$ cat config.mk
export PLATFORM = sky130hd
export DESIGN_NAME = nou_cmd_arb
export DESIGN_NICKNAME = d
export VERILOG_FILES = /design/src/rtl/nou_cmd_arb.sv
export SDC_FILE = /design/constraint.sdc
export NUM_CORES = 1
export LEC_CHECK = 0
export ABC_AREA = 1
export BUFFER_PORTS_ARGS = -buffer_cell sky130_fd_sc_hd__buf_2
export CORE_AREA = 2 2 185 187
export CTS_BUF_LIST = sky130_fd_sc_hd__clkbuf_2
export CTS_CLUSTER_SIZE = 25
export DETAILED_ROUTE_END_ITERATION = 16
export DIE_AREA = 0 0 187 189
export PLACE_DENSITY_LB_ADDON = 0.2
export SLEW_MARGIN = 20
export SYNTH_ARGS = -nofsm -noshare
export SYNTH_HDL_FRONTEND = slang
export SYNTH_SLANG_ARGS = --single-unit
$ cat constraint.sdc
create_clock -name nou_clk -period 2.1 [get_ports nou_clk]
set_input_delay 0.315 -clock nou_clk [delete_from_list [all_inputs] [get_ports nou_clk]]
set_output_delay 0.315 -clock nou_clk [all_outputs]
set_load 0.02 [all_outputs]
$ cat src/rtl/nou_cmd_arb.sv
// Round-robin arbiter that funnels NUM_REQ command FIFOs into one NOU request port
// and routes each in-order NOU response back to its requester through a tag FIFO.
`ifndef NOU_XOCC_CMD_WIDTH
`define NOU_XOCC_CMD_WIDTH 64
`endif

module nou_cmd_arb #(
   parameter int NUM_REQ   = 4,
   parameter int CMD_WIDTH = `NOU_XOCC_CMD_WIDTH,
   parameter int MAX_OUTST = 8
) (
   input  logic                         nou_clk,
   input  logic                         nou_rst,
   input  logic [NUM_REQ-1:0]           req_cmd_empty,
   output logic [NUM_REQ-1:0]           req_cmd_rd_en,
   input  logic [NUM_REQ*CMD_WIDTH-1:0] req_cmd_data,
   input  logic [NUM_REQ-1:0]           req_rsp_full,
   output logic [NUM_REQ-1:0]           req_rsp_wr_en,
   output logic [CMD_WIDTH-1:0]         req_rsp_data,
   output logic                         arb_nou_empty,
   input  logic                         nou_arb_rd_en,
   output logic [CMD_WIDTH-1:0]         arb_nou_data,
   output logic                         arb_rsp_full,
   input  logic                         nou_rsp_wr_en,
   input  logic [CMD_WIDTH-1:0]         nou_rsp_data,
   output logic                         rsp_orphan_err
);
   localparam int IW = (NUM_REQ > 1) ? $clog2(NUM_REQ) : 1;
   localparam int PW = $clog2(MAX_OUTST);

   typedef enum logic [1:0] {IDLE, FETCH, STAGED} state_t;

   state_t               state, state_nxt;
   logic [IW-1:0]        last_grant, win, cand;
   logic                 any_req, grant, pop, tag_empty, tag_full;
   logic [PW:0]          wr_ptr, rd_ptr;
   logic [IW-1:0]        tag_mem [MAX_OUTST];
   logic [IW-1:0]        head;
   logic [CMD_WIDTH-1:0] staging;

   // Walk downward so the closest index after last_grant is the last to assign win.
   always_comb begin
      win     = last_grant;
      cand    = last_grant;
      any_req = 1'b0;
      for (int k = NUM_REQ; k >= 1; k--) begin
         cand = IW'((int'(last_grant) + k) % NUM_REQ);
         if (!req_cmd_empty[cand]) begin
            win     = cand;
            any_req = 1'b1;
         end
      end
   end

   assign tag_empty = (wr_ptr == rd_ptr);
   assign tag_full  = (wr_ptr[PW] != rd_ptr[PW]) && (wr_ptr[PW-1:0] == rd_ptr[PW-1:0]);
   assign head      = tag_mem[rd_ptr[PW-1:0]];
   assign grant     = (state == IDLE) && any_req && !tag_full;
   assign pop       = nou_rsp_wr_en && !tag_empty;

   always_comb begin
      state_nxt     = state;
      req_cmd_rd_en = '0;
      arb_nou_empty = 1'b1;
      case (state)
         IDLE: begin
            if (grant) begin
               req_cmd_rd_en[win] = 1'b1;
               state_nxt          = FETCH;
            end
         end
         FETCH:   state_nxt = STAGED;
         STAGED: begin
            arb_nou_empty = 1'b0;
            if (nou_arb_rd_en) state_nxt = IDLE;
         end
         default: state_nxt = IDLE;
      endcase
   end

   // Response routing is purely combinational so NOU sees no extra write latency.
   always_comb begin
      req_rsp_wr_en = '0;
      if (pop) req_rsp_wr_en[head] = 1'b1;
   end

   assign req_rsp_data = nou_rsp_data;
   assign arb_rsp_full = tag_empty | req_rsp_full[head];
   assign arb_nou_data = staging;

   always_ff @(posedge nou_clk) begin
      if (nou_rst) begin
         state          <= IDLE;
         last_grant     <= IW'(NUM_REQ - 1);
         wr_ptr         <= '0;
         rd_ptr         <= '0;
         staging        <= '0;
         rsp_orphan_err <= 1'b0;
         for (int i = 0; i < MAX_OUTST; i++) tag_mem[i] <= '0;
      end else begin
         state <= state_nxt;
         if (grant) begin
            last_grant                <= win;
            tag_mem[wr_ptr[PW-1:0]]   <= win;
            wr_ptr                    <= wr_ptr + (PW+1)'(1);
         end
         // last_grant already names the FETCH requester.
         if (state == FETCH) staging <= req_cmd_data[int'(last_grant)*CMD_WIDTH +: CMD_WIDTH];
         if (pop) rd_ptr <= rd_ptr + (PW+1)'(1);
         if (nou_rsp_wr_en && tag_empty) rsp_orphan_err <= 1'b1;
      end
   end
endmodule

==> impl_metrics.env <==
export IMPL_setup_violations=9
export IMPL_critPathArrivalTime_ns=2.18
export IMPL_first_pass_iters=5
export IMPL_dieArea_um2=35340
export IMPL_holdCritPathClass="in2reg"
export IMPL_p_leak_uw=0.004568
export IMPL_grt_use_total_pct=14.33
export IMPL_layout_nets=1611
export IMPL_worstMarginPinSlew_ns=0.5820
export IMPL_dp_cells=1553
export IMPL_muxShareOfSynthArea_pct=0
export IMPL_skew_ns=0.04773
export IMPL_htree_levels=3
export IMPL_routedWlPerCell_um=15.66
export IMPL_drt_initial_drc_count=376
export IMPL_overflow=0
export IMPL_layout_commonest_cell="buf_2"
export IMPL_clockBufferDepth=2
export IMPL_clk_latency_ns=0.68
export IMPL_avgSynthCellArea_um2=6.806
export IMPL_grt_pass1_wl_um=39830
export IMPL_area_growth_pct=67.30
export IMPL_chipHeight_um=189
export IMPL_grt_antenna_before_repair=3
export IMPL_seq_area_frac_synth_pct=35.40
export IMPL_fmax_ghz=0.4012
export IMPL_grt_max_degree=100
export IMPL_hold_viol=0
export IMPL_fin_crit_ns=2.492
export IMPL_drt_total_wl_um=27140
export IMPL_yosys_area_share_xor_xnor_pct=1.191
export IMPL_grt_util_met1_pct=16.92
export IMPL_multiInputGateArea_um2=3271
export IMPL_synth_top_family_by_area="simple AND/OR/NAND/NOR gates"
export IMPL_crit_fanout=7
export IMPL_final_cell_area_um2=9838
export IMPL_grt_pass1_vias=7517
export IMPL_violations="setup timing"
export IMPL_start_util_pct=17.67
export IMPL_status="complete, but fails checks"
export IMPL_worstSetupStartpointType="flop"
export IMPL_max_cap_violations=0
export IMPL_cts_buffers=9
export IMPL_rows=67
export IMPL_ys_ff_latch=96
export IMPL_root_buffer="clkbuf_2"
export IMPL_die_w_um=187
export IMPL_ios=471
export IMPL_setup_tns_ns=-2.522
export IMPL_ys_types=26
export IMPL_place_area_um2=7675
export IMPL_io_buffers=342
export IMPL_final_cell_mix="333 x buf_2, 302 x nand2_1, 140 x dlygate4sd3_1"
export IMPL_ant_nets=0
export IMPL_max_slew_margin_pct=61.12
export IMPL_met2_usage_pct=24.36
export IMPL_post_route_period_util_pct=118.7
export IMPL_crit_path_end_kind="output port"
export IMPL_viasPerCell=4.299
export IMPL_route_vias_total=7450
export IMPL_power_uw=10920
export IMPL_grt_use_met3_pct=3.448
export IMPL_grt_busiest_layer="met2"
export IMPL_synth_compound_area_share_pct=16.89
export IMPL_cts_sinks=96
export IMPL_gp_congestion=0.8095
export IMPL_drive_gt1_share_pct=38.61
export IMPL_maxSlewViolCount=0
export IMPL_synthesis_area_um2=5881
export IMPL_seq_area_um2=2107
export IMPL_cts_tree="yes"
export IMPL_rsz0062_at_grt="yes"
export IMPL_crit_required_ns=1.78
export IMPL_final_cells=1733
export IMPL_fill_cells=3681
export IMPL_core_area_um2=33280
export IMPL_yosys_area_share_simple_pct=31.60
export IMPL_clk_pin_slew_ns=0.30
export IMPL_ir_drop_v=0.0005744
export IMPL_fin_ws_ns=-0.3922
export IMPL_crit_type="reg2out"
export IMPL_ys_warn_count=0
export IMPL_syn_inst=864
export IMPL_p_per_area_nw_per_um2=1110
export IMPL_drc_errors=0
export IMPL_dp_hpwl_um=18600
export IMPL_syn_nets=1198
export IMPL_synthAdderAreaFrac_pct=0.4255
==> per-layer routing <==
layer  up-vias  wire (µm)  share of wire [%]
li1       3651          -                  -
met1      3464      11780                 43
met2       288      13120                 48
met3        47       1435                5.3
met4         0        807                3.0
met5         -          0                  0
==> stage by stage <==
stage | hold WS, ns | util, % | worst slack (ns)
global route | 0.07171 | 29.55 | -0.6438
floorplan | 0.4111 | - | 0.2784
CTS | 0.03165 | 28.44 | -0.5241
detailed placement | 0.4536 | 23.06 | 0.1577
global placement | 0.4508 | 23.06 | 0.1976
finish | 0.1824 | 29.56 | -0.3922
==> cells in the mapped netlist <==
| master | number | share of area (%) |
|---|---|---|
| nor2_8 | 1 | 0.34 |
| nand4_1 | 30 | 3.2 |
| nand3_1 | 23 | 2.0 |
| xor2_1 | 3 | 0.45 |
| nor3_1 | 8 | 0.68 |
| o21a_1 | 2 | 0.26 |
| nor2_4 | 1 | 0.19 |
| clkbuf_1 | 41 | 2.6 |
| o21ai_0 | 43 | 3.7 |
| buf_2 | 9 | 0.77 |
| a22oi_1 | 38 | 4.9 |
| inv_1 | 28 | 1.8 |
| ha_1 | 2 | 0.43 |
| nor2_1 | 43 | 2.7 |
| nand2_1 | 331 | 21 |
| inv_2 | 7 | 0.45 |
| nand2_4 | 1 | 0.19 |
| nand2_2 | 11 | 1.2 |
| dfxtp_1 | 80 | 27 |
| a31oi_1 | 4 | 0.43 |
| edfxtp_1 | 16 | 8.2 |
| a41oi_1 | 30 | 4.5 |
| buf_4 | 68 | 8.7 |
| buf_6 | 1 | 0.19 |
| a21oi_1 | 38 | 3.2 |
| xnor2_1 | 5 | 0.74 |
==> final timing paths <==
kind	end	depth (start not counted)	start	slack, ns
setup / recovery	req_cmd_rd_en[0]	12	last_grant[0]	-0.39
hold / removal	arb_nou_data[37]	5	req_cmd_data[101]	0.18
setup reg to reg	arb_nou_data[33]	9	last_grant[0]	0.11
hold reg to reg	arb_nou_data[45]	2	arb_nou_data[45]	0.48
==> power by group <==
group | leakage, µW | internal (µW) | switching (µW)
sequential | 0.000827 | 2290 | 270
combinational | 0.00367 | 3140 | 4160
clock | 0.0000746 | 289 | 760
total | 0.00457 | 5720 | 5190
==> state kept, by name, indices dropped and copies added (netlist names), named ones only <==
name and count:
last_grant 2, wr_ptr 4, rsp_orphan_err 1, rd_ptr 4, state 2, tag_mem 16
arb_nou_data 64
==> cell type report <==
class | count | share of cell area, %
Timing Repair Buffer | 521 | 36.75
Multi-Input combinational cell | 614 | 33.24
Sequential cell | 96 | 21.42
Tap cell | 448 | 5.698
Inverter | 35 | 1.577
Clock inverter | 7 | 0.7758
Clock buffer | 9 | 0.4578
Antenna cell | 3 | 0.07631
==> worst max-delay path, cell delays in order, from the launching register on <==
cell     delay, ns
dfxtp_4       0.49
buf_6         0.15
nand2_4       0.05
nand2_4       0.07
nand2_4       0.06
nand2_4       0.09
nand3_4       0.11
nand2_4       0.09
nand2_4       0.06
nand2_4       0.08
inv_2         0.04
nor2_2        0.08
buf_4         0.14
==> kinds of logic (layout without fill, tap and decap cells) <==
kind of cell | Yosys count | in the layout
compound gates | 155 | 155
fa+ha+maj | 2 | 2
xor+xnor | 8 | 8
other cells | 0 | 3
simple gates | 449 | 449
buf+inv | 154 | 572
flops | 96 | 96
==> repair_timing <==
item | 4_1_cts | 5_1_grt
pin swaps | 15 | 29
hold buffers | 140 | 3
endpoints found under the setup margin | 9 | 52
setup buffers | 12 | 4
endpoints found under the hold margin | 74 | 1
gates cloned | 0 | 3
resized for setup | 74 | 65
Note: power is estimated with default switching activity, not from simulation.
